<file path="config.mk">
export PLATFORM = sky130hd
export DESIGN_NAME = lvds_align_ctrl_flat
export DESIGN_NICKNAME = d
export VERILOG_FILES = /design/src/rtl/lvds_align_ctrl_if.sv /design/src/rtl/lvds_align_ctrl.sv /design/src/flat_wrapper.sv
export SDC_FILE = /design/constraint.sdc
export NUM_CORES = 1
export LEC_CHECK = 0
export BUFFER_PORTS_ARGS = -buffer_cell sky130_fd_sc_hd__buf_2
export CELL_PAD_IN_SITES_DETAIL_PLACEMENT = 1
export CELL_PAD_IN_SITES_GLOBAL_PLACEMENT = 1
export CORE_MARGIN = 3
export CORE_UTILIZATION = 40
export CTS_CLUSTER_DIAMETER = 30
export DETAILED_ROUTE_END_ITERATION = 10
export HOLD_SLACK_MARGIN = 0.12
export PLACE_DENSITY = 0.87
export SETUP_SLACK_MARGIN = 0.3
export SLEW_MARGIN = 25
export SYNTH_ARGS = -nofsm -noshare
export SYNTH_HDL_FRONTEND = slang
export SYNTH_SLANG_ARGS = --single-unit
</file>
<file path="constraint.sdc">
create_clock -name c -period 4.85 [get_ports c]
set_clock_uncertainty 0.2 [all_clocks]
set_input_delay 0.7275 -clock c [delete_from_list [all_inputs] [get_ports c]]
set_output_delay 0.7275 -clock c [all_outputs]
set_load 0.05 [all_outputs]
</file>
<file path="src/rtl/lvds_align_ctrl_if.sv">
// Control/status bundle between the camera LVDS receiver and its word-alignment
// sequencer. The sequencer takes the slave side.
interface lvds_align_ctrl_if #(
  parameter int NLANES = 5
);
  localparam int LW = (NLANES > 1) ? $clog2(NLANES) : 1;

  logic                  start;
  logic                  rx_locked;
  logic [8*NLANES-1:0]   lanes;
  logic [NLANES-1:0]     rxd_align;
  logic                  busy;
  logic                  done;
  logic [NLANES-1:0]     aligned;
  logic [NLANES-1:0]     failed;
  logic [LW-1:0]         lane;

  modport master (
    output start, rx_locked, lanes,
    input  rxd_align, busy, done, aligned, failed, lane
  );

  modport slave (
    input  start, rx_locked, lanes,
    output rxd_align, busy, done, aligned, failed, lane
  );
endinterface

</file>
<file path="src/rtl/lvds_align_ctrl.sv">
// Word-alignment sequencer for one camera LVDS receiver (cam_N_rxc domain).
// Walks the lanes one at a time, pulsing the deserializer bitslip until the
// lane word holds TRAIN for CHECK_CYC consecutive cycles, or gives the lane
// up as failed after MAX_SLIPS slips.
module lvds_align_ctrl #(
  parameter int          NLANES     = 5,
  parameter logic [7:0]  TRAIN      = 8'h3A,
  parameter int          SETTLE_CYC = 16,
  parameter int          CHECK_CYC  = 32,
  parameter int          MAX_SLIPS  = 8
) (
  input  logic           c,
  input  logic           rst_n,
  lvds_align_ctrl_if.slave bus
);
  localparam int LW = (NLANES > 1)     ? $clog2(NLANES)        : 1;
  localparam int SW = (SETTLE_CYC > 1) ? $clog2(SETTLE_CYC)    : 1;
  localparam int MW = $clog2(CHECK_CYC + 1);
  localparam int KW = (MAX_SLIPS > 0)  ? $clog2(MAX_SLIPS + 1) : 1;

  typedef enum logic [2:0] {
    IDLE, LOCK_WAIT, SETTLE, CHECK, SLIP, NEXT, DONE
  } state_t;

  state_t            state_q, state_d;
  logic [LW-1:0]     lane_q, lane_d;
  logic [SW-1:0]     settle_q, settle_d;
  logic [MW-1:0]     match_q, match_d;
  logic [KW-1:0]     slips_q, slips_d;
  logic [NLANES-1:0] aligned_q, aligned_d;
  logic [NLANES-1:0] failed_q, failed_d;
  logic [1:0]        rst_sync_q;
  logic              rst_int_n;
  logic [7:0]        word;
  logic              busy;

  // Reset asserts immediately, deasserts two c edges after rst_n rises.
  always_ff @(posedge c or negedge rst_n) begin
    if (!rst_n) rst_sync_q <= 2'b00;
    else        rst_sync_q <= {rst_sync_q[0], 1'b1};
  end
  assign rst_int_n = rst_sync_q[1];

  // Pick the word of the lane currently being aligned.
  always_comb begin
    word = '0;
    for (int i = 0; i < NLANES; i++)
      if (lane_q == LW'(i)) word = bus.lanes[8*i +: 8];
  end

  assign busy = (state_q != IDLE) && (state_q != DONE);

  // Sequencer state and counters.
  always_ff @(posedge c or negedge rst_int_n) begin
    if (!rst_int_n) begin
      state_q   <= IDLE;
      lane_q    <= '0;
      settle_q  <= '0;
      match_q   <= '0;
      slips_q   <= '0;
      aligned_q <= '0;
      failed_q  <= '0;
    end else begin
      state_q   <= state_d;
      lane_q    <= lane_d;
      settle_q  <= settle_d;
      match_q   <= match_d;
      slips_q   <= slips_d;
      aligned_q <= aligned_d;
      failed_q  <= failed_d;
    end
  end

  // Next state; a lock loss anywhere in the run overrides everything and restarts.
  always_comb begin
    state_d   = state_q;
    lane_d    = lane_q;
    settle_d  = settle_q;
    match_d   = match_q;
    slips_d   = slips_q;
    aligned_d = aligned_q;
    failed_d  = failed_q;
    unique case (state_q)
      IDLE, DONE: if (bus.start) begin
        aligned_d = '0;
        failed_d  = '0;
        lane_d    = '0;
        slips_d   = '0;
        state_d   = LOCK_WAIT;
      end
      LOCK_WAIT: if (bus.rx_locked) begin
        settle_d = SW'(SETTLE_CYC - 1);
        state_d  = SETTLE;
      end
      SETTLE: begin
        if (settle_q == '0) begin
          match_d = '0;
          state_d = CHECK;
        end else begin
          settle_d = settle_q - SW'(1);
        end
      end
      CHECK: begin
        if (match_q == MW'(CHECK_CYC)) begin
          aligned_d[lane_q] = 1'b1;
          state_d           = NEXT;
        end else if (word == TRAIN) begin
          match_d = match_q + MW'(1);
        end else if (slips_q < KW'(MAX_SLIPS)) begin
          state_d = SLIP;          // partial match count is discarded
        end else begin
          failed_d[lane_q] = 1'b1;
          state_d          = NEXT;
        end
      end
      SLIP: begin
        slips_d  = slips_q + KW'(1);
        settle_d = SW'(SETTLE_CYC - 1);
        state_d  = SETTLE;
      end
      NEXT: begin
        slips_d = '0;
        if (lane_q == LW'(NLANES - 1)) begin
          state_d = DONE;
        end else begin
          lane_d   = lane_q + LW'(1);
          settle_d = SW'(SETTLE_CYC - 1);
          state_d  = SETTLE;
        end
      end
      default: state_d = IDLE;
    endcase
    if (busy && !bus.rx_locked) begin
      aligned_d = '0;
      failed_d  = '0;
      slips_d   = '0;
      lane_d    = '0;
      state_d   = LOCK_WAIT;
    end
  end

  // Bitslip pulse for the active lane during SLIP, suppressed if lock is lost.
  always_comb begin
    bus.rxd_align = '0;
    for (int i = 0; i < NLANES; i++)
      bus.rxd_align[i] = (state_q == SLIP) && bus.rx_locked && (lane_q == LW'(i));
  end

  assign bus.busy    = busy;
  assign bus.done    = (state_q == DONE);
  assign bus.aligned = aligned_q;
  assign bus.failed  = failed_q;
  assign bus.lane    = lane_q;
endmodule

</file>
<file path="src/flat_wrapper.sv">
// flat-port wrapper written by rule: the top's interface ports become plain ports
module lvds_align_ctrl_flat 
#(
  parameter int          NLANES     = 5,
  parameter logic [7:0]  TRAIN      = 8'h3A,
  parameter int          SETTLE_CYC = 16,
  parameter int          CHECK_CYC  = 32,
  parameter int          MAX_SLIPS  = 8
)
  (c, rst_n, bus_start, bus_rx_locked, bus_lanes, bus_rxd_align, bus_busy, bus_done, bus_aligned, bus_failed, bus_lane);
  lvds_align_ctrl_if #(.NLANES(NLANES)) bus_i ();
  input  logic c;
  input  logic rst_n;
  input wire logic [$bits(bus_i.start)-1:0] bus_start;
  input wire logic [$bits(bus_i.rx_locked)-1:0] bus_rx_locked;
  input wire logic [$bits(bus_i.lanes)-1:0] bus_lanes;
  output wire logic [$bits(bus_i.rxd_align)-1:0] bus_rxd_align;
  output wire logic [$bits(bus_i.busy)-1:0] bus_busy;
  output wire logic [$bits(bus_i.done)-1:0] bus_done;
  output wire logic [$bits(bus_i.aligned)-1:0] bus_aligned;
  output wire logic [$bits(bus_i.failed)-1:0] bus_failed;
  output wire logic [$bits(bus_i.lane)-1:0] bus_lane;
  assign bus_i.start = bus_start;
  assign bus_i.rx_locked = bus_rx_locked;
  assign bus_i.lanes = bus_lanes;
  assign bus_rxd_align = bus_i.rxd_align;
  assign bus_busy = bus_i.busy;
  assign bus_done = bus_i.done;
  assign bus_aligned = bus_i.aligned;
  assign bus_failed = bus_i.failed;
  assign bus_lane = bus_i.lane;
  lvds_align_ctrl #(.NLANES(NLANES), .TRAIN(TRAIN), .SETTLE_CYC(SETTLE_CYC), .CHECK_CYC(CHECK_CYC), .MAX_SLIPS(MAX_SLIPS)) u_core (.c(c), .rst_n(rst_n), .bus(bus_i));
endmodule
</file>
Word level (Yosys, flattened, before mapping)
Cells that the tools add are included.
W data, S select, Z words.
{"block": "classes", "muxes": 40, "n_bitwise": 2, "n_eq_ne": 28, "magnitude_cmp": 3, "add_sub_neg": 4, "reduce_logical": 27}
{"op": "$mux W8", "n": 5}
{"op": "$mux W5", "n": 7}
{"op": "$mux W3", "n": 10}
{"op": "$mux W4", "n": 5}
{"op": "$pmux W5 S2", "n": 2}
{"op": "$mux W6", "n": 3}
{"op": "$pmux W3 S6", "n": 1}
{"op": "$pmux W4 S4", "n": 1}
{"op": "$ne A3 B3 Y1 const B", "n": 5}
{"op": "$eq A3 B2 Y1 const B", "n": 4}
{"op": "$eq A3 B3 Y1 const B", "n": 4}
{"op": "$pmux W4 S3", "n": 1}
{"op": "$pmux W6 S2", "n": 1}
{"op": "$reduce_and A4 Y1", "n": 3}
{"op": "$or A5 B5 Y5", "n": 2}
{"op": "$logic_and A1 B1 Y1", "n": 9}
{"op": "$reduce_bool A3 Y1", "n": 3}
{"op": "$eq A8 B6 Y1 const B", "n": 1}
{"op": "$ne A2 B2 Y1 const B", "n": 4}
{"op": "$reduce_bool A4 Y1", "n": 2}
{"op": "$add A6 B1 Y6 const B", "n": 1}
{"op": "$eq A3 B1 Y1 const B", "n": 2}
{"op": "$eq A6 B6 Y1 const B", "n": 1}
{"op": "$logic_not A3 Y1", "n": 2}
{"op": "other kinds (20)", "n": 25}
{"block": "totals", "output_inout_bits": 20, "regBits": 32, "inputBits": 44, "wordCells": 112}

Logic depth before layout (Yosys ltp)
Gate-level depths: netlist of run 1.
{"block": "depth", "ltp_word": 11, "ltp_mapped": 11}

Worst setup path before layout of run 1
Ideal clock, no wire load.
{"block": "synth_path", "path_kind": "input -> output", "start": "in bus_rx_locked", "end": "out bus_rxd_align[1]", "slack_ps": 1478, "cell_stages": 4, "n_path_buf": 2, "arrival_time_ps": 2444, "cell_sequence": "clkbuf_1 clkbuf_1 nand2_1 nor3_1"}
{"block": "synth_via", "elab_chain_len": 2}
{"item": "start: declaration", "line_no": "flat_wrapper.sv:15", "rtl": "input wire logic [$bits(bus_i.rx_locked)-1:0] bus_rx_locked;"}
{"item": "$logic_and A1 B1 Y1 (2 in a row)", "line_no": "lvds_align_ctrl.sv:146", "rtl": "bus.rxd_align[i] = (state_q == SLIP) && bus.rx_locked && (lane_q == LW'(i));"}
{"item": "end: declaration", "line_no": "flat_wrapper.sv:17", "rtl": "output wire logic [$bits(bus_i.rxd_align)-1:0] bus_rxd_align;"}
Every way passes these cells.

Worst setup path in the final report of run 1
{"block": "layout_path", "start": "reg u_core.state_q[1]", "end": "out bus_rxd_align[0]"}
{"block": "layout_via", "elab_chain_len": 3}
{"item": "start: declaration", "line_no": "lvds_align_ctrl.sv:25", "rtl": "state_t state_q, state_d;"}
{"item": "start signal: assignment", "line_no": "lvds_align_ctrl.sv:64", "rtl": "state_q <= state_d;"}
{"item": "$eq A3 B3 Y1", "line_no": "lvds_align_ctrl.sv:146"}
{"item": "$logic_and A1 B1 Y1 (2 in a row)", "line_no": "lvds_align_ctrl.sv:146"}
Every way passes these cells.

==> results of run 1 <==
[how the worst min path moves through the flow]
stage,to
6_report,u_core.rst_sync_q[1]$_DFF_PN0_
5_1_grt,u_core.rst_sync_q[1]$_DFF_PN0_
4_1_cts,u_core.rst_sync_q[1]$_DFF_PN0_
3_5_place_dp,u_core.bus.aligned[4]$_DFFE_PN0P_
3_3_place_gp,u_core.bus.aligned[4]$_DFFE_PN0P_
2_1_floorplan,u_core.rst_sync_q[1]$_DFF_PN0_
[power groups by stage]
stage | Clock [mW] | Combinational, mW | Sequential [mW]
after detailed placement | 0 | 0.403 | 0.393
after global placement | 0 | 0.387 | 0.388
after global routing | 0.235 | 0.458 | 0.401
final | 0.219 | 0.409 | 0.390
after CTS | 0.223 | 0.409 | 0.388
after floorplan | 0 | 0.309 | 0.367
[metrics by stage]
stage,cells,util (%)
finish,385,52.9
floorplan,254,-
CTS,385,52.9
global route,385,52.9
detailed placement,374,50.4
global placement,374,50.4
[final cells by class]
type / instances / area (µm²)
sequential: 32 / 801
timing repair buffer: 67 / 353
fill: 642 / 2330
multi-input combinational: 198 / 1230
clock buffer: 7 / 86.3
inverter: 13 / 48.8
clock inverter: 1 / 7.51
tap: 67 / 83.8
[routing by layer]
metal  vias to the layer above  GRT usage (%)  routed length [µm]
met5                         -              0                   0
met4                         0           7.22                 104
met3                        10           4.08                 324
met2                        54           37.5                3230
met1                      1007           26.7                2750
li1                       1032              -                   -
[placed cells by master (no fill, tap or decap), drive strengths merged, types with 2 or more instances in the layout]
cell type,instances
buf,64
nor2,33
dfrtp,32
nand2,27
a21oi,15
inv,13
o21ai,12
nand3,11
ha,9
clkbuf,7
nor2b,6
nor3,6
and2,5
nand4,5
o211ai,5
nand2b,4
and3,4
or3,4
or4,4
a31oi,4
xor2,3
nand4b,3
a32o,3
o22ai,3
mux2,3
dlygate4sd3,3
nor4bb,2
o21bai,2
a21o,2
a211oi,2
a221o,2
nor3b,2
[registers in the layout, indices dropped and copies added (netlist names)]
register / count
u_core.match_q: 6
u_core.state_q: 3
u_core.rst_sync_q: 2
u_core.bus.aligned: 5
u_core.slips_q: 4
u_core.bus.lane: 3
u_core.settle_q: 4
u_core.bus.failed: 5
[worst max-delay path: stages (launching register included)]
cell and delay, ns:
dfrtp_1 0.59, nand2b_1 0.32, nor2_1 0.27, nand2_1 0.16, nor2_1 0.15, and2_1 0.14, buf_2 0.26
[logic make-up (layout without fill, tap and decap cells)]
family	after synthesis	after routing
compound gates	60	60
fa+ha+maj	9	9
mux	4	4
flops	32	32
simple gates	120	120
xor+xnor	4	4
other cells	1	1
buf+inv	24	88
==> results.toml, run 1 <==
[outcome]
outcome = "finished, final reports clean"

[clock_network]
clkLatencyLatePin_ns = 0.29
cts-root-buf = "clkbuf_8"
cts_buffers = 5
cts_htree_levels = 2
numClockSinks = 32
cts_resized = 0
clkSlewWorstSetupHoldPaths_ns = 0.07
clock_path_buffers = 2
cts_tree = "yes"
postCtsSetupBuffers = 0
ctsHoldBuffers = 3

[sta]
setup_slack_ns = 1.74
period_share_pct = 64.1
finalSetupViolCount = 0
hold_ws_ns = 0.166
hold_violations = 0
min_period_ns = 3.11
fin_tns_setup_ns = 0
rsz0062_at_grt = "false"
final-max-slew-violation-count = 0
fmax_mhz = 322
slew_headroom_pct = 55.6
tightest_slew_ns = 0.667

[worst_setup_path]
worstSetupPathType = "register to primary output"
r2r-end = "u_core.state_q[1]$_DFFE_PN0P_"
critPathLaunch = "u_core.state_q[1]$_DFFE_PN0P_"
start_kind = "register"
reg2reg_depth = 8
worstSetupEndpoint = "bus_rxd_align[0]"
path_max_fanout = 18
required_ns = 3.92
r2r-start = "u_core.bus.lane[0]$_DFFE_PN0P_"
cp.arrival_ns = 2.18
reg2reg_slack_ns = 1.82
cp-end-kind = "primary output"

[synthesis]
synthTopCellsByArea = "dfrtp_1 (37%), nor2_1 (5.8%), ha_1 (5.3%)"
netlist_top_cells_count = "nor2_1 (33), dfrtp_1 (32), nand2_1 (27)"
syn_area_per_cell_um2 = 8.41
synth.top_cell.area_share_pct = 37.5
yosys_warnings = 0
synth_ff_type = "dfrtp_1"
synthAdderAreaFrac_pct = 5.27
synth_compound_area_share_pct = 19.9
yosys.cell_count.top_type = "nor2_1"
synthCells = 254
synth-edff-count = 0
ys_types = 52
async_reset_ff_share_pct = 100
synth_mux_area_share_pct = 2.05
seq_area_frac_synth_pct = 37.5
synth_seq_cells = 32
syn_nets = 307
synthXorXnorAreaFrac_pct = 1.64
synth_top_area_cell = "dfrtp_1"
syn_area_um2 = 2140
synth_simple_gate_area_share_pct = 28.7
synth_top_family_by_area = "simple AND/OR/NAND/NOR gates"

[power_and_ir_drop]
power_mw = 1.02
cellLeakagePower_nw = 1.24
cellPowerDensity_nw_per_um2 = 390
p_int_mw = 0.568
p_seq_share_pct = 38.3
ir_drop_mv = 0.252
clkPwrFrac_pct = 21.5
power.share.combinational_pct = 40.2
p_sw_share_pct = 44.3
p_switching_mw = 0.451

[drt]
routed_wl_um = 6410
route.detailed.drc = 0
first_iter_violations = 102
dr.pass1.iters = 4
ant_nets = 0
routed-via-count = 2103
viasPerCell = 5.46
routedWlPerCell_um = 16.6

[worst_hold_path]
holdCritPathClass = "register to register"
whs_path_depth = 0
holdCritStartpoint = "u_core.rst_sync_q[0]$_DFF_PN0_"

[floorplan]
die_h_um = 79.1
die_x_um = 79.1
coreArea_um2 = 4940
io_pins = 64
fp-row-count = 25
start_util_pct = 43.2
fp.dieArea_um2 = 6250

[placement]
placed_cell_area_um2 = 2490
pre_cts_ws_ns = 1.84
dp_hpwl_um = 4840
io_buffers = 63
place.gp.congestion = 0.800

[grt]
gr-usage-all-layers_pct = 21.5
antenna_found_initial = 0
grt-ovfl-total = 0
grt_max_degree = 23
grt_pass1_vias = 2281
grt_pass1_wl_um = 10700

[final_layout]
drive_gt1_share_pct = 25.2
final_nets = 370
syn2layout_area_growth_pct = 22.3
diodes = 0
fin_area_um2 = 2610

[job]
drv_cap = 0
Note: power is estimated with default switching activity, not from simulation.
==> inputs of run 2 (changes only) <==
--- a/config.mk
+++ b/config.mk
@@ -5,15 +5,16 @@
 export SDC_FILE = /design/constraint.sdc
 export NUM_CORES = 1
 export LEC_CHECK = 0
+export ABC_AREA = 1
 export BUFFER_PORTS_ARGS = -buffer_cell sky130_fd_sc_hd__buf_2
 export CELL_PAD_IN_SITES_DETAIL_PLACEMENT = 1
 export CELL_PAD_IN_SITES_GLOBAL_PLACEMENT = 1
 export CORE_MARGIN = 3
-export CORE_UTILIZATION = 40
+export CORE_UTILIZATION = 37
 export CTS_CLUSTER_DIAMETER = 30
 export DETAILED_ROUTE_END_ITERATION = 10
 export HOLD_SLACK_MARGIN = 0.12
-export PLACE_DENSITY = 0.87
+export PLACE_DENSITY = 0.84
 export SETUP_SLACK_MARGIN = 0.3
 export SLEW_MARGIN = 25
 export SYNTH_ARGS = -nofsm -noshare
==> constraint.sdc (replaced) <==
create_clock -name c -period 3.2 [get_ports c]
set_clock_uncertainty 0.2 [all_clocks]
set_input_delay 0.48 -clock c [delete_from_list [all_inputs] [get_ports c]]
set_output_delay 0.48 -clock c [all_outputs]
set_load 0.05 [all_outputs]
==> results.toml, run 2 <==
[final_layout]
largest_register_ffs = 6
finalNonFillerCells = 444
top_register = "u_core.match_q"
drive_gt1_share_pct = 25.8
layout_commonest_cell = "nand2_1"
syn2layout_area_growth_pct = 23.5
fin_area_um2 = 2710
finish.utilization_pct = 48.4
diodes = 0
layout_common_cells = "nand2_1 (65), buf_2 (63), inv_1 (43), nor2_1 (40)"
final_nets = 425

[drt]
routed-via-count = 2225
routedWlPerCell_um = 14.0
routed_wl_um = 6230
first_iter_violations = 83
ant_nets = 0
viasPerCell = 5.01
route.detailed.drc = 0
dr.pass1.iters = 4

[sta]
min_period_ns = 2.51
slew_headroom_pct = 46.5
tightest_slew_ns = 0.792
final-max-slew-violation-count = 0
rsz0062_at_grt = "false"
fmax_mhz = 398
setup_slack_ns = 0.686
period_share_pct = 78.6
finalSetupViolCount = 0
fin_tns_setup_ns = 0
hold_violations = 0

[worst_setup_path]
critPathMaxStageDelay_ns = 0.45
path_max_fanout = 7
cp.arrival_ns = 2.50
required_ns = 3.18
crit_path_frequent_cell = "nand2_1"
cp_cell_sequence = "inv_1 -> ha_1 -> inv_1 -> nor2_1 -> nand2_1 -> nand2_1 -> nand3_1 -> nand2_1 -> nand2_1 -> inv_1 -> nand2_1 -> nand2_2 -> nand2_4 -> nand2_4 -> nand2_4 -> nand2_1 -> nand2_1"
slowest_stage = "dfrtp_1"
reg2reg_slack_ns = 0.69
worstSetupPathType = "register to register"
cp_top_family = "simple AND/OR/NAND/NOR gates"
path_buf_inv = 3
start_kind = "register"
cp-end-kind = "register"

[floorplan]
die_x_um = 83.0
die_h_um = 83.0
coreArea_um2 = 5610
io_pins = 64
fp-row-count = 27
fp.dieArea_um2 = 6890
start_util_pct = 39.2

[power_and_ir_drop]
ir_drop_mv = 0.530
cellLeakagePower_nw = 1.48
cellPowerDensity_nw_per_um2 = 615

[clock_network]
clkSlewWorstSetupHoldPaths_ns = 0.07
ctsHoldBuffers = 2
cts_htree_levels = 2
clock_path_buffers = 2
postCtsSetupBuffers = 0
cts_tree = "yes"
clkLatencyLatePin_ns = 0.29
cts_buffers = 5
cts_resized = 0
cts-root-buf = "clkbuf_8"
numClockSinks = 32

[placement]
io_buffers = 63
dp_hpwl_um = 5030
pre_cts_ws_ns = 0.701
place.gp.congestion = 0.806
dp.cells = 435
placed_cell_area_um2 = 2600

[synthesis]
synth-edff-count = 0
synthCells = 301
synthTopCellsByArea = "dfrtp_1 (36%), nand2_1 (11%), inv_1 (7.4%)"
yosys_warnings = 0
syn_area_per_cell_um2 = 7.30
netlist_top_cells_count = "nand2_1 (65), inv_1 (43), nor2_1 (40)"
yosys.cell_count.top_type = "nand2_1"
syn_nets = 354
synth_seq_cells = 32
ys_types = 39
synth_top_area_cell = "dfrtp_1"
async_reset_ff_share_pct = 100
synth_ff_type = "dfrtp_1"
synth.top_cell.area_share_pct = 36.5
syn_area_um2 = 2200
seq_area_frac_synth_pct = 36.5

[grt]
gr-usage-all-layers_pct = 19.1
antenna_found_initial = 0
grt_pass1_vias = 2435
grt-ovfl-total = 0
grt_max_degree = 31
grt_pass1_wl_um = 11000

[worst_hold_path]
holdCritPathClass = "register to register"

[job]
drv_cap = 0

[outcome]
outcome = "finished, final reports clean"
## run 2: routing by layer
layer	up-vias	routed length (µm)	global-route usage (%)
li1	1111	-	-
met1	1052	2670	21.3
met2	54	3150	35.3
met3	8	343	5.46
met4	0	65	5.20
met5	-	0	0
## run 2: kinds of logic (layout without fill, tap and decap cells)
| logic type | after synthesis | in the layout | synth area share (%) |
|---|---|---|---|
| other cells | 1 | 1 | 0.171 |
| simple gates | 174 | 174 | 37.8 |
| fa+ha+maj | 9 | 9 | 5.13 |
| flops | 32 | 32 | 36.5 |
| compound gates | 33 | 33 | 10.8 |
| xor+xnor | 2 | 2 | 0.798 |
| buf+inv | 50 | 121 | 8.77 |
## run 2: power by group
part	leakage, nW	total, mW	internal, mW	switching (mW)
Clock	0.0503	0.347	0.192	0.155
Combinational	1.01	0.809	0.244	0.564
Sequential	0.422	0.512	0.462	0.0500
Total	1.48	1.67	0.898	0.769
## run 2: area by class of cell
type,instances,area (µm²)
clock buffer,7,96.3
fill,749,2900
inverter,48,180
multi-input combinational,219,1200
sequential,32,801
tap,72,90.1
timing repair buffer,66,343
## run 2: final timing paths
path | startpoint | endpoint | cells after the start
max in group asynchronous | u_core.rst_sync_q[1]$_DFF_PN0_ | u_core.match_q[3]$_DFFE_PN0P_ | 2
hold reg to reg | u_core.rst_sync_q[0]$_DFF_PN0_ | u_core.rst_sync_q[1]$_DFF_PN0_ | 0
setup reg to reg | u_core.bus.lane[0]$_DFFE_PN0P_ | u_core.match_q[2]$_DFFE_PN0P_ | 17
hold / removal | u_core.rst_sync_q[0]$_DFF_PN0_ | u_core.rst_sync_q[1]$_DFF_PN0_ | 0
setup / recovery | u_core.bus.lane[0]$_DFFE_PN0P_ | u_core.match_q[2]$_DFFE_PN0P_ | 17
min in group asynchronous | rst_n | u_core.rst_sync_q[0]$_DFF_PN0_ | 2
## run 2: metrics by stage
step / power (mW) / hold slack, ns
after global placement: 1.29 / 0.0662
after floorplan: 1.14 / -0.0156
after CTS: 1.68 / 0.159
after detailed placement: 1.33 / 0.0689
final: 1.67 / 0.154
after global routing: 1.81 / 0.169
==> inputs of run 3 (changes only) <==
--- a/config.mk
+++ b/config.mk
@@ -5,16 +5,16 @@
 export SDC_FILE = /design/constraint.sdc
 export NUM_CORES = 1
 export LEC_CHECK = 0
-export ABC_AREA = 1
+export ABC_AREA = 0
 export BUFFER_PORTS_ARGS = -buffer_cell sky130_fd_sc_hd__buf_2
 export CELL_PAD_IN_SITES_DETAIL_PLACEMENT = 1
 export CELL_PAD_IN_SITES_GLOBAL_PLACEMENT = 1
 export CORE_MARGIN = 3
-export CORE_UTILIZATION = 37
+export CORE_UTILIZATION = 34
 export CTS_CLUSTER_DIAMETER = 30
 export DETAILED_ROUTE_END_ITERATION = 10
 export HOLD_SLACK_MARGIN = 0.12
-export PLACE_DENSITY = 0.84
+export PLACE_DENSITY = 0.79
 export SETUP_SLACK_MARGIN = 0.3
 export SLEW_MARGIN = 25
 export SYNTH_ARGS = -nofsm -noshare
==> constraint.sdc (replaced) <==
create_clock -name c -period 2.1 [get_ports c]
set_clock_uncertainty 0.2 [all_clocks]
set_input_delay 0.315 -clock c [delete_from_list [all_inputs] [get_ports c]]
set_output_delay 0.315 -clock c [all_outputs]
set_load 0.05 [all_outputs]
==> results.toml, run 3 (synthesized netlist as in run 1, its figures left out) <==
[worst_setup_path]
path_max_fanout = 8
worstSetupPathType = "register to register"
reg2reg_slack_ns = -0.42
reg2reg_depth = 9
r2r-end = "u_core.match_q[4]$_DFFE_PN0P_"
cp-end-kind = "register"
cp.arrival_ns = 2.54
start_kind = "register"
required_ns = 2.12
r2r-start = "u_core.bus.lane[0]$_DFFE_PN0P_"

[floorplan]
coreArea_um2 = 5990
start_util_pct = 35.7
die_x_um = 85.3
die_h_um = 85.3
fp-row-count = 28
io_pins = 64
fp.dieArea_um2 = 7270

[sta]
hold_ws_ns = 0.0896
final-max-slew-violation-count = 0
tightest_slew_ns = 0.711
finalSetupViolCount = 19
period_share_pct = 120
hold_violations = 0
rsz0062_at_grt = "true"
setup_slack_ns = -0.421
fin_tns_setup_ns = -4.93
fmax_mhz = 397
slew_headroom_pct = 52.6
min_period_ns = 2.52

[clock_network]
numClockSinks = 32
cts_tree = "yes"
cts_buffers = 5
cts-root-buf = "clkbuf_8"
clock_path_buffers = 2
cts_htree_levels = 2
clkSlewWorstSetupHoldPaths_ns = 0.07
clkLatencyLatePin_ns = 0.28

[drt]
routed-via-count = 2504
first_iter_violations = 66
routed_wl_um = 8730
dr.pass1.iters = 4
ant_nets = 0
route.detailed.drc = 0
viasPerCell = 5.50
routedWlPerCell_um = 19.2

[power_and_ir_drop]
clkPwrFrac_pct = 19.8
p_switching_mw = 1.33
p_sw_share_pct = 40.2
power.share.combinational_pct = 54.8
p_seq_share_pct = 25.4
cellLeakagePower_nw = 1.69
cellPowerDensity_nw_per_um2 = 904
p_int_mw = 1.98
ir_drop_mv = 0.798

[outcome]
violations = "setup timing"
outcome = "finished with violations"

[placement]
dp_hpwl_um = 5170
dp.cells = 414
pre_cts_ws_ns = -0.438
place.gp.congestion = 0.814
io_buffers = 63
placed_cell_area_um2 = 2840

[job]
drv_cap = 0

[final_layout]
layout_commonest_cell = "buf_2"
syn2layout_area_growth_pct = 71.7
layout_common_cells = "buf_2 (55), buf_4 (42), dfrtp_1 (27), nor2_1 (26), nand2_1 (23)"
largest_register_ffs = 6
drive_gt1_share_pct = 55.3
fillers = 678
diodes = 0
final_nets = 432
fin_area_um2 = 3670
top_register = "u_core.match_q"
finalNonFillerCells = 455

[worst_hold_path]
holdCritPathClass = "register to asynchronous set/reset pin"

[grt]
gr-usage-all-layers_pct = 21.8
grt_pass1_vias = 2625
grt_pass1_wl_um = 13000
grt_max_degree = 22
grt-ovfl-total = 0
antenna_found_initial = 0
## run 3: layout make-up
class,count,area [µm²],area share [%]
multi-input combinational,198,1590,43.3
inverter,13,58.8,1.60
clock buffer,7,96.3,2.63
tap,75,93.8,2.56
clock inverter,1,30.0,0.819
timing repair buffer,129,993,27.1
sequential,32,807,22.0
## run 3: per-layer routing
metal	part of all wire [%]	track usage (%)	wire length [µm]	vias up
met1	38	26.1	3290	1248
met2	55	40.5	4770	76
li1	-	-	-	1162
met5	0	0	0	-
met4	2.8	5.76	245	0
met3	4.8	3.20	417	18
## run 3: power by group through the flow
| stage | Clock [mW] | Combinational (mW) | Sequential (mW) |
|---|---|---|---|
| after global routing | 0.689 | 1.97 | 0.853 |
| after floorplan | 0 | 0.778 | 0.848 |
| after detailed placement | 0 | 1.20 | 0.846 |
| after CTS | 0.668 | 1.57 | 0.828 |
| after global placement | 0 | 1.16 | 0.841 |
| final | 0.657 | 1.82 | 0.841 |
## run 3: timing repair
item,in CTS,in global routing
endpoints found under the hold margin,2,0
pin swaps,24,26
resized for setup,74,50
setup endpoints to repair,33,33
buffers inserted,18,14
hold buffers,1,0
## run 3: worst max path at each step
| stage | from | end | slack, ns | depth (start not counted) |
|---|---|---|---|---|
| 2_1_floorplan | u_core.bus.lane[0]$_DFFE_PN0P_ | u_core.match_q[2]$_DFFE_PN0P_ | -0.43 | 10 |
| 3_3_place_gp | u_core.bus.lane[0]$_DFFE_PN0P_ | u_core.match_q[3]$_DFFE_PN0P_ | -0.32 | 9 |
| 3_5_place_dp | u_core.bus.lane[1]$_DFFE_PN0P_ | u_core.state_q[1]$_DFFE_PN0P_ | -0.44 | 8 |
| 4_1_cts | u_core.bus.lane[1]$_DFFE_PN0P_ | u_core.match_q[4]$_DFFE_PN0P_ | -0.35 | 9 |
| 5_1_grt | u_core.bus.lane[0]$_DFFE_PN0P_ | u_core.match_q[4]$_DFFE_PN0P_ | -0.52 | 11 |
| 6_report | u_core.bus.lane[0]$_DFFE_PN0P_ | u_core.match_q[4]$_DFFE_PN0P_ | -0.42 | 9 |
## run 3: metrics by stage
step / utilization [%] / power, mW
2_1_floorplan: - / 1.63
3_3_place_gp: 47.3 / 2.00
3_5_place_dp: 47.3 / 2.04
4_1_cts: 56.7 / 3.06
5_1_grt: 61.2 / 3.51
6_report: 61.2 / 3.31
## run 3: worst max-delay path, cell delays in order, from the launching register on
cell       delay, ns
dfrtp_2         0.47
buf_6           0.14
ha_4            0.18
nor2_2          0.19
o2111ai_2       0.19
a22oi_2         0.25
a31oi_4         0.17
buf_12          0.18
or4_4           0.41
nand3_2         0.08
